[config.mk]
export PLATFORM = sky130hd
export DESIGN_NAME = conv_train_sched
export DESIGN_NICKNAME = d
export VERILOG_FILES = /design/src/rtl/conv_train_sched.sv
export SDC_FILE = /design/constraint.sdc
export NUM_CORES = 1
export LEC_CHECK = 0
export ABC_AREA = 1
export CAP_MARGIN = 20
export CORE_ASPECT_RATIO = 0.7
export CORE_UTILIZATION = 55
export CTS_CLUSTER_DIAMETER = 40
export DETAILED_ROUTE_END_ITERATION = 8
export GPL_TIMING_DRIVEN = 1
export HOLD_SLACK_MARGIN = 0.08
export PLACE_DENSITY = 0.79
export SLEW_MARGIN = 40
export SYNTH_ARGS = -nofsm -noshare
export SYNTH_HDL_FRONTEND = slang
export SYNTH_SLANG_ARGS = --single-unit
[constraint.sdc]
create_clock -name clk -period 6 [get_ports clk]
set_input_delay 1.2 -clock clk [delete_from_list [all_inputs] [get_ports clk]]
set_output_delay 1.2 -clock clk [all_outputs]
set_load 0.03 [all_outputs]
[src/rtl/conv_train_sched.sv]
// Training-iteration sequencer for one convolution layer: forward pass, wait for
// downstream error, backward pass, kernel-update sweep; with watchdog and abort.
module conv_train_sched #(
  parameter int IMG_HEIGHT = 64,
  parameter int IMG_WIDTH  = 64,
  parameter int KERNEL     = 3,
  parameter int TIMEOUT    = 8192
) (
  input  logic        clk,
  input  logic        rst,
  input  logic        cmd_start,
  input  logic        cmd_train,
  input  logic [15:0] num_iter,
  input  logic        abort,
  output logic        fwd_rst,
  output logic        fwd_start,
  input  logic        fwd_done,
  output logic        bwd_rst,
  output logic        bwd_start,
  input  logic        bwd_done,
  output logic        fmap_valid,
  input  logic        err_valid,
  output logic        upd_en,
  output logic [3:0]  upd_row,
  output logic [3:0]  upd_col,
  output logic [15:0] iter_count,
  output logic        busy,
  output logic        done,
  output logic        fault
);

  localparam int WDW = $clog2(TIMEOUT + 1);
  localparam logic [3:0] KLAST = 4'(KERNEL - 1);

  if (KERNEL < 1 || KERNEL > 15 || KERNEL > IMG_WIDTH || KERNEL > IMG_HEIGHT) begin : g_bad_geom
    $error("conv_train_sched: kernel does not fit the image geometry");
  end

  typedef enum logic [3:0] {
    IDLE, FWD_CLR, FWD_RUN, WAIT_ERR, BWD_CLR, BWD_RUN, UPDATE, ITER_END, FAULT
  } state_t;

  state_t           state;
  logic             train_q;
  logic [15:0]      iter_tgt;
  logic [WDW-1:0]   wd;
  logic             wd_hit;
  logic [16:0]      iter_nxt;
  logic             last_iter;

  // wd holds the number of RUN cycles already elapsed, so the TIMEOUT-th cycle faults
  assign wd_hit    = (wd == WDW'(TIMEOUT - 1));
  assign iter_nxt  = {1'b0, iter_count} + 17'd1;
  assign last_iter = (iter_nxt >= {1'b0, iter_tgt});

  always_ff @(posedge clk or negedge rst) begin
    if (!rst) begin
      state      <= IDLE;
      train_q    <= 1'b0;
      iter_tgt   <= '0;
      wd         <= '0;
      fwd_rst    <= 1'b0;
      fwd_start  <= 1'b0;
      bwd_rst    <= 1'b0;
      bwd_start  <= 1'b0;
      fmap_valid <= 1'b0;
      upd_en     <= 1'b0;
      upd_row    <= '0;
      upd_col    <= '0;
      iter_count <= '0;
      busy       <= 1'b0;
      done       <= 1'b0;
      fault      <= 1'b0;
    end else begin
      fwd_rst    <= 1'b0;
      fwd_start  <= 1'b0;
      bwd_rst    <= 1'b0;
      bwd_start  <= 1'b0;
      fmap_valid <= 1'b0;
      upd_en     <= 1'b0;
      done       <= 1'b0;
      busy       <= 1'b1;
      if (abort) begin
        state   <= IDLE;
        fwd_rst <= 1'b1;
        bwd_rst <= 1'b1;
        fault   <= 1'b0;
        busy    <= 1'b0;
        upd_row <= '0;
        upd_col <= '0;
        wd      <= '0;
      end else begin
        case (state)
          IDLE: begin
            if (cmd_start) begin
              train_q    <= cmd_train;
              iter_tgt   <= (num_iter == 16'd0) ? 16'd1 : num_iter;
              iter_count <= '0;
              fwd_rst    <= 1'b1;
              state      <= FWD_CLR;
            end else begin
              busy <= 1'b0;
            end
          end
          FWD_CLR: begin
            wd        <= '0;
            fwd_start <= 1'b1;
            state     <= FWD_RUN;
          end
          // done wins over a simultaneous watchdog expiry
          FWD_RUN: begin
            if (fwd_done) begin
              if (train_q) begin
                fmap_valid <= 1'b1;
                state      <= WAIT_ERR;
              end else begin
                iter_count <= iter_nxt[15:0];
                done       <= last_iter;
                state      <= ITER_END;
              end
            end else if (wd_hit) begin
              fault <= 1'b1;
              busy  <= 1'b0;
              state <= FAULT;
            end else begin
              wd        <= wd + 1'b1;
              fwd_start <= 1'b1;
            end
          end
          WAIT_ERR: begin
            if (err_valid) begin
              bwd_rst <= 1'b1;
              state   <= BWD_CLR;
            end else begin
              fmap_valid <= 1'b1;
            end
          end
          BWD_CLR: begin
            wd        <= '0;
            bwd_start <= 1'b1;
            state     <= BWD_RUN;
          end
          BWD_RUN: begin
            if (bwd_done) begin
              upd_en  <= 1'b1;
              upd_row <= '0;
              upd_col <= '0;
              state   <= UPDATE;
            end else if (wd_hit) begin
              fault <= 1'b1;
              busy  <= 1'b0;
              state <= FAULT;
            end else begin
              wd        <= wd + 1'b1;
              bwd_start <= 1'b1;
            end
          end
          UPDATE: begin
            if (upd_row == KLAST && upd_col == KLAST) begin
              upd_row    <= '0;
              upd_col    <= '0;
              iter_count <= iter_nxt[15:0];
              done       <= last_iter;
              state      <= ITER_END;
            end else begin
              upd_en <= 1'b1;
              if (upd_col == KLAST) begin
                upd_col <= '0;
                upd_row <= upd_row + 4'd1;
              end else begin
                upd_col <= upd_col + 4'd1;
              end
            end
          end
          // done was already raised on entry when this was the final iteration
          ITER_END: begin
            if (done) begin
              busy  <= 1'b0;
              state <= IDLE;
            end else begin
              fwd_rst <= 1'b1;
              state   <= FWD_CLR;
            end
          end
          FAULT: busy <= 1'b0;
          default: begin
            busy  <= 1'b0;
            state <= IDLE;
          end
        endcase
      end
    end
  end

endmodule

# Yosys cells after proc, flatten, opt, wreduce, memory -nomap -nowiden
# Index checks and enable logic that the tools add are counted.
[op_classes] reduce_logical=16 eq_ne=23 n_mux=67 n_addsub=4 magnitude_cmp=1 n_bitwise=1
[op_table] op="$mux W16" count=5
[op_table] op="$mux W14" count=4
[op_table] op="$mux W4" count=14
[op_table] op="$pmux W16 S3" count=1
[op_table] op="$pmux W14 S3" count=1
[op_table] op="$pmux W4 S9" count=1
[op_table] op="$mux W1" count=30
[op_table] op="$ne A3 B3 Y1 const B" count=6
[op_table] op="$add A16 B1 Y17 const B" count=1
[op_table] op="$ge A17 B16 Y1" count=1
[op_table] op="$eq A4 B2 Y1 const B" count=4
[op_table] op="$eq A4 B3 Y1 const B" count=4
[op_table] op="$logic_not A16 Y1" count=1
[op_table] op="$pmux W4 S2" count=2
[op_table] op="$add A14 B1 Y14 const B" count=1
[op_table] op="$eq A14 B13 Y1 const B" count=1
[op_table] op="$pmux W1 S2" count=7
[op_table] op="$reduce_and A3 Y1" count=4
[op_table] op="$ne A2 B2 Y1 const B" count=5
[op_table] op="$reduce_bool A3 Y1" count=3
[op_table] op="$add A4 B1 Y4 const B" count=2
[op_table] op="$reduce_and A6 Y1" count=1
[op_table] op="$pmux W1 S5" count=1
[op_table] op="$eq A4 B1 Y1 const B" count=1
[op_table] op="11 further kinds" count=11
[word_totals] regBits=68

# Longest topological paths before layout
# Gate-level depths: netlist of run 1.
[logic_depth] depth_word=6 mapped_depth=18 mapped_depth_nobuf=18

# Worst setup path after synthesis of run 1
# OpenSTA, ideal clock, no wires.
[synth_timing] kind="register to register" startpoint="register iter_count[0]" endpoint="register done" required_ns=5.923 path_stages_with_launch=19 t_arrival_ns=2.439 setup_time_ns=0.077 n_path_buf=0 slack_ns=3.484 cell_sequence="dfrtp_1 ha_1 nand2_1 nor2_1 nand3_1 nor2_1 nand2_1 xnor2_1 ha_1 nand2_1 inv_1 nand2_1 nor2_1 a21oi_1 nand2_1 nand2_1 nand2_1 nand2_1 a21oi_1"
[synth_via] elab_chain_cells=6 elab_cells_between_ends=7 cone_classes="1 x add/sub; 1 x order compare; 5 x mux"
[synth_lines] element="from (decl)" line="26" source="output logic [15:0] iter_count,"
[synth_lines] element="from (signal assigned)" line="117" source="iter_count <= iter_nxt[15:0];"
[synth_lines] element="from (signal assigned)" line="162" source="iter_count <= iter_nxt[15:0];"
[synth_lines] element="$add A16 B1 Y17 (*)" line="53" source="assign iter_nxt = {1'b0, iter_count} + 17'd1;"
[synth_lines] element="$ge A17 B16 Y1 (*)" line="54" source="assign last_iter = (iter_nxt >= {1'b0, iter_tgt});"
[synth_lines] element="$mux W1" line="113" source="if (train_q) begin"
[synth_lines] element="$mux W1" line="112" source="if (fwd_done) begin"
[synth_lines] element="$pmux W1 S2 (*)" line="93" source="case (state)"
[synth_lines] element="$mux W1 (*)" line="83" source="if (abort) begin"
[synth_lines] element="to (signal assigned)" line="118" source="done <= last_iter;"
[synth_lines] element="to (signal assigned)" line="163" source="done <= last_iter;"
[synth_lines] element="to (decl)" line="28" source="output logic done,"
# Every way passes the cells marked *; elsewhere a longest branch is shown, timed or not.
# A chain may end at the register's enable or synchronous reset.

# Worst setup path in the final report of run 1
[layout_timing] startpoint="input port abort" endpoint="register upd_row[1]"
[layout_via] elab_chain_cells=2 elab_cells_between_ends=5 cone_classes="2 x eq/ne; 1 x mux; 2 x reduce/logical"
[layout_lines] element="from (decl)" line="14" source="input logic abort,"
[layout_lines] element="$ne A4 B4 Y1 (no source line) (tied with other cells)"
[layout_lines] element="$reduce_and A3 Y1 (no source line)"
[layout_lines] element="to (signal assigned)" line="169" source="upd_row <= upd_row + 4'd1;"
[layout_lines] element="to (decl)" line="24" source="output logic [3:0] upd_row,"
# Several ways; a longest one is shown, not always the timed one.

==> results of run 1 <==
worst reg2reg max path: cells and delay by family (launching register included):
family / cells / cell delay [ps]
adders and majority gates: 2 / 530
and+or+nand+nor: 12 / 1260
buffers and inverters: 1 / 60
DFF: 1 / 480
xor gates and xnor gates: 1 / 170
AOI/OAI and AO/OA: 2 / 200
metal layers:
| layer | share of wire | vias to the layer above |
|---|---|---|
| met5 | 0 | - |
| met4 | 0.0083 | 0 |
| li1 | - | 1899 |
| met1 | 0.52 | 1724 |
| met3 | 0.063 | 8 |
| met2 | 0.41 | 120 |
layout make-up:
type / count / area, µm² / area share
clock buffer: 14 / 172.7 / 0.03417
tap: 98 / 122.6 / 0.02426
inverter: 74 / 280.3 / 0.05546
timing repair buffer: 57 / 566.8 / 0.1122
clock inverter: 1 / 30.03 / 0.005942
multi-input combinational: 405 / 2180 / 0.4313
sequential: 68 / 1702 / 0.3367
power by group through the flow:
stage	registers (W)	clock network (W)	logic (W)
after floorplan	0.000608	0	0.000365
final	0.000580	0.000395	0.000535
after global routing	0.000588	0.000424	0.000599
after detailed placement	0.000588	0	0.000524
after global placement	0.000586	0	0.000513
after CTS	0.000580	0.000403	0.000530
synth_stat cells (2+ instances only):
library cell and number:
nand2_1 174, buf_6 3, clkinv_2 2, nand3b_1 2
nand3_1 27, inv_1 68, or2_1 2, a21oi_1 17
nor2_4 2, ha_1 22, o21ai_2 9, nor3_2 3
nor3b_1 4, nor2_1 43, nand2_2 6, dfrtp_1 68
xnor2_1 3, nand4_1 12, o21ai_0 29, nor2_2 4
inv_2 4, buf_2 2, o21ai_1 3, nor3_1 11
nor4_1 4, clkbuf_1 3, xor2_1 14
worst paths after layout:
| path | end | cells after the start | slack, ps |
|---|---|---|---|
| max in group asynchronous | upd_col[2] | 2 | 4620 |
| worst min-delay path | fault | 2 | 510 |
| min in group asynchronous | wd[2] | 2 | 940 |
| worst max-delay path | upd_row[1] | 7 | 2940 |
| worst min register to register | fault | 2 | 510 |
| worst max register to register | done | 18 | 3250 |
placed cells by master, fill, tap and decap left out, types with 4 or more instances in the layout:
| cell | Yosys | routed |
|---|---|---|
| nand4_1 | 12 | 12 |
| nor4_1 | 4 | 4 |
| nor3_1 | 11 | 11 |
| nor3b_1 | 4 | 4 |
| inv_2 | 4 | 4 |
| dfrtp_1 | 68 | 68 |
| ha_1 | 22 | 22 |
| nor2_1 | 43 | 42 |
| clkbuf_8 | 0 | 12 |
| xor2_1 | 14 | 14 |
| o21ai_2 | 9 | 9 |
| o21ai_0 | 29 | 29 |
| nand3_1 | 27 | 27 |
| clkdlybuf4s50_1 | 0 | 55 |
| a21oi_1 | 17 | 17 |
| inv_1 | 68 | 68 |
| nand2_2 | 6 | 6 |
| nor2_2 | 4 | 4 |
| nand2_1 | 174 | 174 |
metrics by stage:
stage	total power [W]	setup slack, ps	cells	area [µm²]	hold slack [ps]
6_report	0.001511	2939	717	5054	508.0
5_1_grt	0.001611	2737	717	5054	573.6
2_1_floorplan	0.0009724	3484	556	4224	476.8
3_3_place_gp	0.001099	2754	702	4842	506.2
3_5_place_dp	0.001113	2550	702	4851	504.7
4_1_cts	0.001512	2964	717	5054	520.5
state kept, by name, summed over array words and instances (netlist names), 4 cells and up:
signal      flops
iter_tgt       16
upd_row         4
wd             14
upd_col         4
iter_count     16
state           4
cells by family after synthesis:
| kind of cell | after synthesis | synth area share |
|---|---|---|
| AOI/OAI and AO/OA | 64 | 0.08739 |
| buffers and inverters | 83 | 0.08293 |
| and+or+nand+nor | 302 | 0.3264 |
| adders and majority gates | 22 | 0.06516 |
| DFF | 68 | 0.4028 |
| xor gates and xnor gates | 17 | 0.03525 |
==> results.py, run 1 <==
metrics = {
    "yosys": {
        "yosys-top-cells-area": "dfrtp_1 40%, nand2_1 15%, ha_1 6.5%",
        "synth_cells": 556,
        "syn_area_um2": 4224,
        "yosysTopAreaCellShare": 0.4028,
        "synth_seq_cells": 68,
        "synth_ff_type": "dfrtp_1",
        "synth-edff-count": 0,
        "synth_largest_area_cell": "dfrtp_1",
        "yosysWarnings": 0,
        "synthDistinctLibCells": 42,
        "syn-num-nets": 602,
        "seq_area_frac_synth": 0.4028,
        "synthArstFlopShare": 1.000,
        "avgSynthCellArea_um2": 7.597,
    },
    "critical_path": {
        "max_stage_delay_ps": 850,
        "r2r-start": "iter_count[0]",
        "critPathKind": "input port to flip-flop",
        "crit_family": "buffers and inverters",
        "crit_slowest_cell": "clkdlybuf4s50_1",
        "cp_max_fo": 16,
        "critPathLaunchType": "input port",
        "startpoint": "abort",
        "crit_path_cell_trace": "clkdlybuf4s50_1 -> inv_1 -> nand3_2 -> nand2_1 -> inv_1 -> nand2_1 -> o21ai_0",
        "worstPathBufferInverterCount": 3,
        "endpoint_kind": "flip-flop",
        "cp.arrival_ps": 3330,
        "required_ps": 6270,
    },
    "sta": {
        "fmax_mhz": 326.7,
        "tns_ps": 0,
        "drv_slew": 0,
        "setup_viol": 0,
        "fin_skew_ps": 9.093,
        "rsz0062_at_grt": "false",
        "min_period_ps": 3061,
        "final-hold-violation-count": 0,
        "min_period_over_period": 0.5102,
        "tightest_slew_ps": 620.9,
        "slew-limit-headroom": 0.5851,
    },
    "cells_and_area": {
        "utilization": 0.6874,
        "nNetsFinal": 661,
        "fill_cells": 601,
        "num_antenna_cells": 0,
        "drive_gt1_frac": 0.08562,
        "syn2layout_area_growth_pct": 19.64,
    },
    "clock_tree": {
        "cts_resized": 0,
        "clockBufferDepth": 2,
        "cts_setup_buffers": 0,
        "cts_tree": "done",
        "cts_root_buf": "clkbuf_8",
        "htree_levels": 3,
        "ctsHoldBuffers": 0,
        "cts_sinks": 68,
        "clock_latency_ps": 350,
        "numCtsBuffers": 9,
        "clkSlewWorstSetupHoldPaths_ps": 70,
    },
    "placed_design": {
        "io_buffer_count": 56,
        "hpwl_um": 7374,
        "place_congestion": 0.9401,
    },
    "power": {
        "internal_power_w": 0.0009288,
        "p_per_area_nw_per_um2": 298.9,
        "power_frac_seq": 0.384,
        "pwr-share-clk": 0.262,
        "combPwrFrac": 0.354,
        "p_sw_frac": 0.3851,
        "power.net_switching_w": 0.0005817,
        "p_leak_nw": 2.450,
        "vdd_drop_max_uv": 163.8,
    },
    "global_route": {
        "antenna_found_initial": 0,
        "grt_pass1_wl_um": 15680,
        "overflow": 0,
        "met1_usage": 0.3944,
        "grtUsageMet3": 0.06758,
        "grt_usage": 0.2586,
        "grt_max_degree": 69,
        "grt_util_met2": 0.3606,
        "grt_pass1_vias": 3282,
        "grt_busiest_layer": "met1",
    },
    "die": {
        "io_pins": 57,
        "die-width_um": 106.7,
        "initial_core_util": 0.5745,
        "std_cell_rows": 26,
        "core_area_um2": 7352,
        "dieHeight_um": 75.32,
        "dieArea_um2": 8040,
    },
    "route": {
        "routed_wirelength_um": 9868,
        "viasPerCell": 5.232,
        "remaining_drc_errors": 0,
        "drt_iter0_drc": 191,
        "wl_per_cell_um": 13.76,
        "ant_nets": 0,
        "first_pass_iters": 4,
        "dr_total_vias": 3751,
    },
    "status": {
        "outcome": "complete, no violations",
    },
    "flow_run": {
        "maxCapViolCount": 0,
    },
    "min_path": {
        "min_path_type": "flip-flop to flip-flop",
        "min-delay-start": "fault",
    },
}
(Power assumes the default switching activity.)
==> inputs of run 2 (changes only) <==
CORE_UTILIZATION = 50   (was 55)
PLACE_DENSITY = 0.76   (was 0.79)
clock period = 2.7 ns   (was 6 ns; I/O delays follow)
==> run 2 against run 1 <==
Sequential cell count is the same. Critical path depth grew 9. Critical path type is now flip-flop to flip-flop. Worst setup slack lost 2700 ps. Die area grew 9.8%. First-iteration DRC count grew 76%. Via count grew 3.8%. Cell area grew 4.6%. Largest power group is now clock. Count of clock-buffer cells in the layout shrank 3. Highest routed layer unchanged. The flow now finishes with violations (DRC). Global-route usage grew 0.65 points. Combinational power grew 130%. Total power grew to 2.6 times the previous value. Non-clock buffer count grew 4.
==> results.py, run 2 (synthesis gave the netlist of run 1 again) <==
metrics = {
    "clock_tree": {
        "cts_root_buf": "clkbuf_16",
        "numCtsBuffers": 9,
        "htree_levels": 3,
        "cts_tree": "done",
        "clock_latency_ps": 340,
        "clkSlewWorstSetupHoldPaths_ps": 60,
        "clockBufferDepth": 2,
        "cts_sinks": 68,
    },
    "power": {
        "pwr-share-clk": 0.362,
        "power_frac_seq": 0.329,
        "p_per_area_nw_per_um2": 741.6,
        "combPwrFrac": 0.309,
        "p_sw_frac": 0.3537,
        "internal_power_w": 0.002533,
        "vdd_drop_max_uv": 448.5,
        "p_leak_nw": 2.573,
        "power.net_switching_w": 0.001386,
    },
    "critical_path": {
        "crit_family": "simple AND/OR/NAND/NOR gates",
        "critPathLaunchType": "flip-flop",
        "r2r_cells": 16,
        "critPathKind": "flip-flop to flip-flop",
        "crit_path_cell_trace": "nand3_1 -> nor3_4 -> nand2_1 -> nor3_4 -> xor2_1 -> ha_1 -> nand2_1 -> inv_1 -> nand2_1 -> nor2_2 -> a21oi_1 -> nand2_1 -> nand2_1 -> nand2_1 -> nand2_1 -> a21oi_1",
        "crit_slowest_cell": "dfrtp_1",
        "rrSetupSlack_ps": 200,
        "cpMostUsedCell": "nand2_1",
        "cp.depth": 16,
        "startpoint": "iter_count[2]",
        "endpoint": "done",
        "r2r-start": "iter_count[2]",
        "worstPathBufferInverterCount": 1,
        "cp_max_fo": 5,
        "timing.rr.end": "done",
        "cp.arrival_ps": 2720,
        "max_stage_delay_ps": 430,
        "endpoint_kind": "flip-flop",
        "required_ps": 2930,
    },
    "sta": {
        "setup_ws_ps": 203.9,
        "slew-limit-headroom": 0.5557,
        "min_period_ps": 2496,
        "whs_ps": 235.8,
        "fmax_mhz": 400.6,
        "setup_viol": 0,
        "min_period_over_period": 0.9245,
        "tightest_slew_ps": 666.4,
        "tns_ps": 0,
        "final-hold-violation-count": 0,
        "fin_skew_ps": 5.280,
        "drv_slew": 0,
    },
    "global_route": {
        "grt_pass1_wl_um": 18130,
        "overflow": 0,
        "grt_max_degree": 42,
        "antenna_found_initial": 0,
        "grt_pass1_vias": 3735,
        "grt_usage": 0.2651,
    },
    "route": {
        "routed_wirelength_um": 10940,
        "first_pass_iters": 7,
        "dr_total_vias": 3894,
        "wl_per_cell_um": 15.10,
        "ant_nets": 0,
        "drt_iter0_drc": 336,
        "remaining_drc_errors": 3,
        "viasPerCell": 5.371,
    },
    "die": {
        "initial_core_util": 0.5276,
        "core_area_um2": 8006,
        "die-width_um": 111.9,
        "io_pins": 57,
        "std_cell_rows": 27,
        "dieHeight_um": 78.90,
        "dieArea_um2": 8825,
    },
    "placed_design": {
        "io_buffer_count": 56,
        "place_congestion": 0.9920,
        "hpwl_um": 8073,
        "dpl.cell_count": 708,
        "pre_cts_ws_ps": 83.66,
    },
    "cells_and_area": {
        "num_antenna_cells": 0,
        "drive_gt1_frac": 0.1058,
        "layout.cells.non_filler": 725,
        "syn2layout_area_growth_pct": 25.09,
        "mostFrequentLayoutCell": "nand2_1",
        "largest_registers": "iter_count (16), iter_tgt (16), wd (14)",
        "nNetsFinal": 665,
        "final_cell_mix": "174 x nand2_1, 68 x inv_1, 67 x dfrtp_1",
        "fill_cells": 680,
    },
    "status": {
        "violations": "DRC",
        "outcome": "finished with violations",
    },
    "min_path": {
        "min_path_type": "input port to async pin",
    },
    "flow_run": {
        "maxCapViolCount": 0,
    },
}
==> run 2: cell count changes in the layout (fill, tap and decap cells not counted), sizes merged <==
cell,before,now
clkbuf,14,11
bufinv,1,3
inv,72,73
clkinvlp,0,1
buf,2,6
==> run 2: worst min path at each step <==
stage / from / to / cells past startpoint
after detailed placement: fault / fault / 2
after floorplan: rst / busy / 0
final: rst / wd[10] / 1
after global routing: rst / wd[10] / 1
after CTS: rst / wd[10] / 1
after global placement: fault / fault / 2
==> run 2: worst reg2reg max path: cells and delay by family, from the launching register on <==
| kind | cells | cell delay [ps] |
|---|---|---|
| adders and majority gates | 1 | 270 |
| xor gates and xnor gates | 1 | 230 |
| buffers and inverters | 1 | 40 |
| DFF | 1 | 430 |
| AOI/OAI and AO/OA | 2 | 160 |
| and+or+nand+nor | 11 | 1240 |
==> run 2: routing by layer <==
metal	share of wire	GRT usage	up-vias
met2	0.44	0.4062	133
met3	0.077	0.06260	20
li1	-	-	1915
met1	0.46	0.3719	1826
met4	0.016	0.08108	0
met5	0	0	-
==> run 2: area by class of cell <==
class                           count  area (µm²)  area share
Timing Repair Buffer               61       605.6      0.1146
Clock inverter                      5       106.4     0.02013
Tap cell                          101       126.4     0.02392
Clock buffer                       11       252.7     0.04783
Sequential cell                    68        1703      0.3223
Inverter                           74       280.3     0.05304
Multi-Input combinational cell    405        2210      0.4182
==> run 2: repair_timing <==
item                                    4_1_cts  5_1_grt
hold buffers                                  0        0
setup buffers                                 0        1
endpoints found under the setup margin        0        1
resized for setup                             0        9
endpoints found under the hold margin         0        0
==> run 2: through the flow <==
step,instance area [µm²],utilization,total power [W]
floorplan,4224,-,0.002161
global placement,4881,0.6096,0.002462
detailed placement,4881,0.6096,0.002494
CTS,5240,0.6545,0.003922
global route,5284,0.6599,0.004150
finish,5284,0.6599,0.003919
==> run 2: power by group through the flow <==
stage          combinational, W  clock [W]  sequential [W]
2_1_floorplan          0.000811          0         0.00135
3_3_place_gp            0.00116          0         0.00130
3_5_place_dp            0.00119          0         0.00131
4_1_cts                 0.00120    0.00143         0.00129
5_1_grt                 0.00137    0.00147         0.00131
6_report                0.00121    0.00142         0.00129
==> inputs of run 3 (changes only) <==
TNS_END_PERCENT = 100   (was unset)
==> results of run 3 <==
No change in the layout: final DEF, timing and power equal those of run 2.
